### src/rtl/waterfall_scroller.sv
// Scrolling waterfall: ring-offset frame-buffer reads in video, one bin line copied per scroll.
// Define WATERFALL_CLEAR_EN to zero the frame buffer after reset.
module waterfall_scroller #(
  parameter int H_VISIBLE = 320,
  parameter int V_VISIBLE = 240,
  parameter int X_W       = 9,
  parameter int Y_W       = 8,
  parameter int FB_ADDR_W = 17,
  parameter int DATA_W    = 8,
  parameter int DIV_W     = 2
) (
  input  logic                 clk,
  input  logic                 reset,
  input  logic [X_W-1:0]       x,
  input  logic [Y_W-1:0]       y,
  input  logic                 lower_blank,
  input  logic [DIV_W-1:0]     scroll_div,
  input  logic                 freeze,
  output logic [X_W-1:0]       bin_addr,
  output logic                 bin_rd,
  input  logic [DATA_W-1:0]    bin_data,
  output logic [FB_ADDR_W-1:0] fb_addr,
  output logic [DATA_W-1:0]    fb_wdata,
  output logic                 fb_wen,
  output logic [Y_W-1:0]       y_offset,
  output logic                 busy,
  output logic                 line_done
);

  typedef enum logic [1:0] {CLEAR, VIDEO, WRITE, WAIT_BLANK} state_t;

  localparam int CNT_W = X_W + 1;
  localparam logic [CNT_W-1:0] LAST = CNT_W'(H_VISIBLE);
  localparam logic [Y_W:0] V_LIM = (Y_W+1)'(V_VISIBLE);
  localparam logic [Y_W-1:0] V_LAST = Y_W'(V_VISIBLE - 1);
  localparam logic [FB_ADDR_W-1:0] H_MUL = FB_ADDR_W'(H_VISIBLE);
`ifdef WATERFALL_CLEAR_EN
  localparam state_t RST_ST = CLEAR;
  localparam logic [FB_ADDR_W-1:0] CLR_LAST =
    FB_ADDR_W'(H_VISIBLE * V_VISIBLE - 1);
`else
  localparam state_t RST_ST = VIDEO;
`endif

  state_t state, state_n;
  logic [FB_ADDR_W-1:0] addr_n, rd_addr, row_base;
  logic [X_W-1:0] bin_addr_n;
  logic [Y_W-1:0] yoff_n, y_mod;
  logic [Y_W:0] y_sum;
  logic [DIV_W-1:0] div_cnt, div_n;
  logic [CNT_W-1:0] cnt, cnt_n;
  logic wen_n, rd_n, done_n, pass, pass_n;
  logic blank_q, blank_d, blank_edge;

  // Ring mapping: display row y shows stored row (y + y_offset) mod V
  assign y_sum = {1'b0, y} + {1'b0, y_offset};
  assign y_mod = (y_sum >= V_LIM) ? Y_W'(y_sum - V_LIM) : y_sum[Y_W-1:0];
  assign rd_addr = FB_ADDR_W'(x) + FB_ADDR_W'(y_mod) * H_MUL;
  assign row_base = FB_ADDR_W'(y_offset) * H_MUL;

  assign blank_edge = blank_q & ~blank_d;
  assign busy = (state == CLEAR) || (state == WRITE);
  // BRAM data arrives in the same cycle as its write strobe
  assign fb_wdata = pass ? bin_data : '0;

  always_comb begin
    state_n = state;
    addr_n = fb_addr;
    wen_n = 1'b0;
    pass_n = 1'b0;
    bin_addr_n = bin_addr;
    rd_n = 1'b0;
    yoff_n = y_offset;
    done_n = 1'b0;
    div_n = div_cnt;
    cnt_n = cnt;
    case (state)
`ifdef WATERFALL_CLEAR_EN
      CLEAR: begin
        if (!fb_wen) begin
          wen_n = 1'b1;
          addr_n = '0;
        end else if (fb_addr == CLR_LAST) begin
          state_n = VIDEO;
        end else begin
          wen_n = 1'b1;
          addr_n = fb_addr + 1'b1;
        end
      end
`endif
      VIDEO: begin
        addr_n = rd_addr;
        if (blank_edge) begin
          state_n = WAIT_BLANK;
          if (!freeze && div_cnt >= scroll_div) begin
            div_n = '0;
            state_n = WRITE;
            bin_addr_n = '0;
            rd_n = 1'b1;
            cnt_n = '0;
          end else if (!freeze) begin
            div_n = div_cnt + 1'b1;
          end
        end
      end
      WRITE: begin
        if (cnt == LAST) begin
          state_n = WAIT_BLANK;
          done_n = 1'b1;
          yoff_n = (y_offset == V_LAST) ? '0 : y_offset + 1'b1;
        end else begin
          wen_n = 1'b1;
          pass_n = 1'b1;
          addr_n = row_base + FB_ADDR_W'(cnt);
          cnt_n = cnt + 1'b1;
          if (cnt < LAST - 1'b1) begin
            rd_n = 1'b1;
            bin_addr_n = X_W'(cnt + 1'b1);
          end
        end
      end
      WAIT_BLANK: begin
        if (!lower_blank) state_n = VIDEO;
      end
      default: state_n = VIDEO;
    endcase
  end

  // Edge history resets high so a blank already active is not an edge
  always_ff @(posedge clk or posedge reset) begin
    if (reset) begin
      state <= RST_ST;
      fb_addr <= '0;
      fb_wen <= 1'b0;
      pass <= 1'b0;
      bin_addr <= '0;
      bin_rd <= 1'b0;
      y_offset <= '0;
      line_done <= 1'b0;
      div_cnt <= '0;
      cnt <= '0;
      blank_q <= 1'b1;
      blank_d <= 1'b1;
    end else begin
      state <= state_n;
      fb_addr <= addr_n;
      fb_wen <= wen_n;
      pass <= pass_n;
      bin_addr <= bin_addr_n;
      bin_rd <= rd_n;
      y_offset <= yoff_n;
      line_done <= done_n;
      div_cnt <= div_n;
      cnt <= cnt_n;
      blank_q <= lower_blank;
      blank_d <= blank_q;
    end
  end

endmodule

### config.mk
export PLATFORM = sky130hd
export DESIGN_NAME = waterfall_scroller
export DESIGN_NICKNAME = d
export VERILOG_FILES = /design/src/rtl/waterfall_scroller.sv
export SDC_FILE = /design/constraint.sdc
export NUM_CORES = 1
export LEC_CHECK = 0
export ABC_AREA = 1
export BUFFER_PORTS_ARGS = -buffer_cell sky130_fd_sc_hd__buf_4
export CAP_MARGIN = 20
export CORE_ASPECT_RATIO = 2
export CORE_MARGIN = 2
export CORE_UTILIZATION = 62
export CTS_BUF_LIST = sky130_fd_sc_hd__clkbuf_4 sky130_fd_sc_hd__clkbuf_8 sky130_fd_sc_hd__clkbuf_16
export DETAILED_ROUTE_END_ITERATION = 6
export GPL_TIMING_DRIVEN = 1
export PLACE_DENSITY = 0.87
export SYNTH_ARGS = -nofsm -noshare
export SYNTH_HDL_FRONTEND = slang
export SYNTH_SLANG_ARGS = --single-unit
### constraint.sdc
create_clock -name clk -period 7.2 [get_ports clk]
set_input_delay 1.44 -clock clk [delete_from_list [all_inputs] [get_ports clk]]
set_output_delay 1.44 -clock clk [all_outputs]
set_load 0.005 [all_outputs]
---- Word level (Yosys, flattened, before mapping) ----
Cells that the tools add are included.
storage, ports and cells
  logic and storage cells ................. 78
  output and inout port bits .............. 46
  register bits after elaboration ......... 53
  bits of input ports ..................... 31
cells by class
  add/subtract/negate cells ............... 7
  eq/ne operators ......................... 12
  mux-type cells .......................... 30
  $lt $le $gt $ge ......................... 3
  multipliers ............................. 2
  reductions and logical operators ........ 11
  bitwise gates (word level) .............. 2
operators with widths
  cell                     number
  $mux W9                  4
  $pmux W17 S2             1
  $mux W10                 3
  $mux W8                  3
  $mul A8 B3 Y11 const B   2
  $pmux W10 S2             1
  $pmux W9 S2              1
  $add A17 B10 Y17         1
  $add A9 B17 Y17          1
  $mux W17                 1
  $add A10 B1 Y10 const B  1
  $eq A10 B9 Y1 const B    1
  $lt A10 B9 Y1 const B    1
  $mux W2                  5
  $add A8 B8 Y9            1
  $ge A9 B8 Y1 const B     1
  $mux W1                  9
  $add A8 B1 Y8 const B    1
  $eq A8 B8 Y1 const B     1
  $ne A2 B2 Y1 const B     4
  $sub A8 B8 Y8 const B    1
  $ne A2 B1 Y1 const B     3
  $pmux W2 S3              1
  $reduce_and A3 Y1        2
  15 further kinds         17

---- Depth between registers and ports, before layout ----
  depth in word-level cells ............... 6
  depth in mapped cells ................... 31
  gate-level depth less buffers ........... 31

---- Worst setup path after synthesis ----
Ideal clock, no wire load.
  path type ............................... input-to-reg
  from .................................... in y[0]
  to ...................................... reg fb_addr[16]
  path buffers ............................ 0
  data arrival time ....................... 4978 ps
  data required time ...................... 7078 ps
  setup slack ............................. 2101 ps
  stages on the path ...................... 30
  setup time .............................. 122 ps
  cells stage by stage .................... ha_1 -> fa_1 -> nand2_1 -> nand2_2 -> nand2_1 -> nand2_1 -> nand2_2 -> ha_1 -> nand2_1 -> nor2_1 -> nand3_2 -> nor2_4 -> nand2_2 -> nand3_2 -> nand2_1 -> xor2_1 -> ha_1 -> ha_1 -> a21o_1 -> a31oi_1 -> inv_1 -> or2_2 -> nand2_1 -> inv_1 -> nand2_1 -> nor2_1 -> nand3_1 -> nand2_1 -> nand2_1 -> a21oi_2
between the ends
  longest elaborated chain between the ends .. 6
RTL lines
  element                                        line  source
  start, declared                                15    input logic [Y_W-1:0] y,
  $add A8 B8 Y9 (*)                              56    assign y_sum = {1'b0, y} + {1'b0, y_offset};
  $sub A8 B8 Y8 or $ge A9 B8 Y1 (tied branches)  57    assign y_mod = (y_sum >= V_LIM) ? Y_W'(y_sum - V_LIM) : y_sum[Y_W-1:0];
  $mux W8 (*)                                    57
  $mul A8 B3 Y11 (*)                             58    assign rd_addr = FB_ADDR_W'(x) + FB_ADDR_W'(y_mod) * H_MUL;
  $add A9 B17 Y17 (*)                            58
  $pmux W17 S2 (*)                               77    case (state)
  end signal, assigned                           146   fb_addr <= addr_n;
  end, declared                                  22    output logic [FB_ADDR_W-1:0] fb_addr,
Every way passes the cells marked *; elsewhere a longest branch is shown, timed or not.
A chain may end at the register's enable or synchronous reset.

---- Worst setup path after layout ----
Ends and elaborated chain as after synthesis.

==> summary.txt <==
Outcome
  – Status: finished, final reports clean

Final layout
  – Leading cell type in the layout, fill and taps excluded: nand2_1
  – N_diodes: 0
  – Final core occ: 74.69%
  – Fin cells: about 750
  – Share of cells above drive strength 1: 19.91%
  – Layout area overhead: 17.93%
  – Fill count: roughly 560
  – Commonest non-fill, non-tap cells in the layout: nand2_1, inv_1, buf_4
  – Total Nets Final: 741

Timing
  – Normalized max-slew margin: between 50 and 60%
  – RSZ-0062 raised after global routing: no
  – Setup TNS Final: 0 ns
  – Final number of setup-violating endpoints: 0
  – Worst Skew: roughly 0.01 ns
  – Endpoints failing hold: 0
  – Worst Tran Pin Value: approximately 0.73 ns
  – Slew Limit Fails: 0
  – Final Cycle Share: 73.74%
  – Final Critical Period: approximately 5.3 ns
  – Max Freq: 0.1884 GHz

Synthesis
  – Asr flop ratio synth: between 90% and 100%
  – Post-synth cell types: 54
  – Dominant synthesized flop cell: dfrtp_1
  – Sequential share of the synthesized area: 30.49%
  – Synth area leader: dfrtp_1
  – Post-Syn Area per Cell: 7.507 µm²
  – Post-synth design cell area: 0.004362 mm²
  – Post-synth EDFFs: 0
  – Yosys reg bits: between 50 and 60
  – Top cells by area, synth: dfrtp_1, ha_1, nand2_1, inv_1, nor2_1
  – Cells after Synth: 581
  – Yosys warnings: 0
  – Top cell type's share of synthesized area: between 20% and 30%
  – Syn_nets: 665

Clock network
  – CTS tree: yes
  – Cts hold-fix bufs: 0
  – H-tree levels: 2
  – Clock latency on the worst-skew pair: slightly below 0.3 ns
  – Setup bufs post-CTS: 0
  – CTS clk-pin slew, worst paths: approximately 0.070 ns
  – Clk sinks: 53
  – Root Buffer: clkbuf_16
  – TritonCTS Buffers: 5
  – Clock Tree Buf Depth: 2
  – CTS resizes: 0

Worst setup path
  – Worst Path Max Fanout: 4
  – Kind of critical path: in2reg
  – Setup crit start kind: input port
  – Critical path required time: between 7 and 8 ns
  – Slowest library cell on the worst path: fa_1
  – Worst EP arrival: ~5.5 ns
  – Critical path's most frequent cell: nand2_1
  – CP peak stage delay: approximately 0.40 ns
  – Crit end category: flip-flop

Route
  – DR vias: between 4000 and 5000
  – Via density per instance: between 5 and 6
  – DRC violations left: 0
  – Initial DRC count: around 160
  – Routed Wire Length: about 11 mm
  – Final ANT Viol Nets: 0
  – Average wire per standard cell: about 15 µm
  – DR pass1 iterations: 4

Floorplan
  – Num ports: 77
  – Starting Density: a little under two thirds
  – Row count: 43
  – Die ar.: ~0.0078 mm²
  – Die X: between 60 and 70 µm
  – Core outline area: roughly 0.0069 mm²
  – Chip height: 122.6 µm

Pwr
  – Maximum VDD drop: roughly 0.0004 V
  – Leak: around 2.7 nW
  – Power consumption: about 1.3 mW
  – PwrDens: between 200 and 250 mW/mm²

GRT
  – Initial antenna violation count: 0
  – First-pass GRT wire length: between 15 and 20 mm
  – GR Overflow Total: 0
  – Vias in the first global route: around 4200
  – GR Util All Layers: roughly 29%
  – Pin count of the biggest net entering global routing: 54

Worst hold path
  – Hold WC Path Type: reg2reg

Place
  – Placed cells: 740
  – Port bufs: 76
  – Final Wtd Congestion: around 0.91
  – Hpwl dp: 8.804 mm

Run
  – Max-cap viol count: 0
## layer usage
metal | vias up | share of wire [%] | GRT usage, %
met3 | 43 | 3.0 | 3.666
met2 | 121 | 56 | 56.72
met4 | 0 | 5.9 | 19.02
met1 | 1931 | 35 | 28.82
li1 | 2060 | - | -
met5 | - | 0 | 0
## state kept, by name, summed over array words and instances, names as in the netlist, 2 cells and up
register,count
cnt,10
state,2
y_offset,8
div_cnt,2
fb_addr,17
bin_addr,9
## cells by family (layout without fill, tap and decap cells)
family | count (synthesis) | count (layout) | synth area share [%]
mux | 3 | 3 | 0.7745
flops | 53 | 53 | 30.49
xor+xnor | 12 | 12 | 2.410
fa+ha+maj | 53 | 53 | 16.06
compound gates | 96 | 96 | 13.14
buf+inv | 106 | 183 | 10.01
simple gates | 258 | 258 | 27.11
## area by class of cell
| cell class | instances | area [µm²] | share of cell area, % |
|---|---|---|---|
| repair buffers | 79 | 593.1 | 11.53 |
| multi-input cells | 422 | 2595 | 50.45 |
| clock buffers | 6 | 132.6 | 2.578 |
| inverters | 96 | 365.4 | 7.103 |
| flip-flops and latches | 53 | 1330 | 25.86 |
| well taps | 90 | 112.6 | 2.189 |
| clock inverters | 2 | 15.01 | 0.2919 |
## worst max-delay path: cells and delay by family
family | cells | cell delay [ns]
simple gates | 19 | 1.76
fa+ha+maj | 5 | 1.43
compound gates | 3 | 0.38
xor+xnor | 1 | 0.23
buf+inv | 3 | 0.23
## final timing paths
kind,slack (ns),endpoint,from,cells past startpoint
min in group asynchronous,1.33,y_offset[2],reset,3
worst max register to register,2.60,fb_addr[16],y_offset[0],30
max in group asynchronous,5.43,cnt[7],reset,3
worst min-delay path,0.37,blank_d,blank_q,0
worst min register to register,0.37,blank_d,blank_q,0
worst max-delay path,1.89,fb_addr[16],y[0],31
## through the flow
stage | instance area, µm² | worst slack (ns) | hold WS, ns
4_1_cts | 5144 | 1.928 | 0.3686
3_3_place_gp | 4996 | 1.843 | 0.3574
3_5_place_dp | 4996 | 1.619 | 0.3593
6_report | 5144 | 1.891 | 0.3659
5_1_grt | 5144 | 1.511 | 0.3703
2_1_floorplan | 4362 | 2.101 | 0.3540
## Yosys cell counts, types with 3 or more instances
library cell,count
nand3_1,31
nand2_1,117
clkbuf_8,3
dfrtp_1,50
fa_1,5
nand4_1,7
nor2_4,3
inv_2,8
a21oi_1,29
nand3b_1,3
nor3_1,9
nand3_2,3
nor2_1,60
xor2_1,10
nand2_2,12
ha_1,48
inv_1,86
a31oi_1,15
clkbuf_1,3
buf_2,3
o22ai_1,7
dfstp_2,3
o21ai_0,25
## power by group
part | internal, mW | total [mW] | switching, mW
clock | 0.133 | 0.240 | 0.107
sequential | 0.376 | 0.427 | 0.0507
combinational | 0.243 | 0.589 | 0.346
No activity file was read; power rests on OpenSTA's default activity.
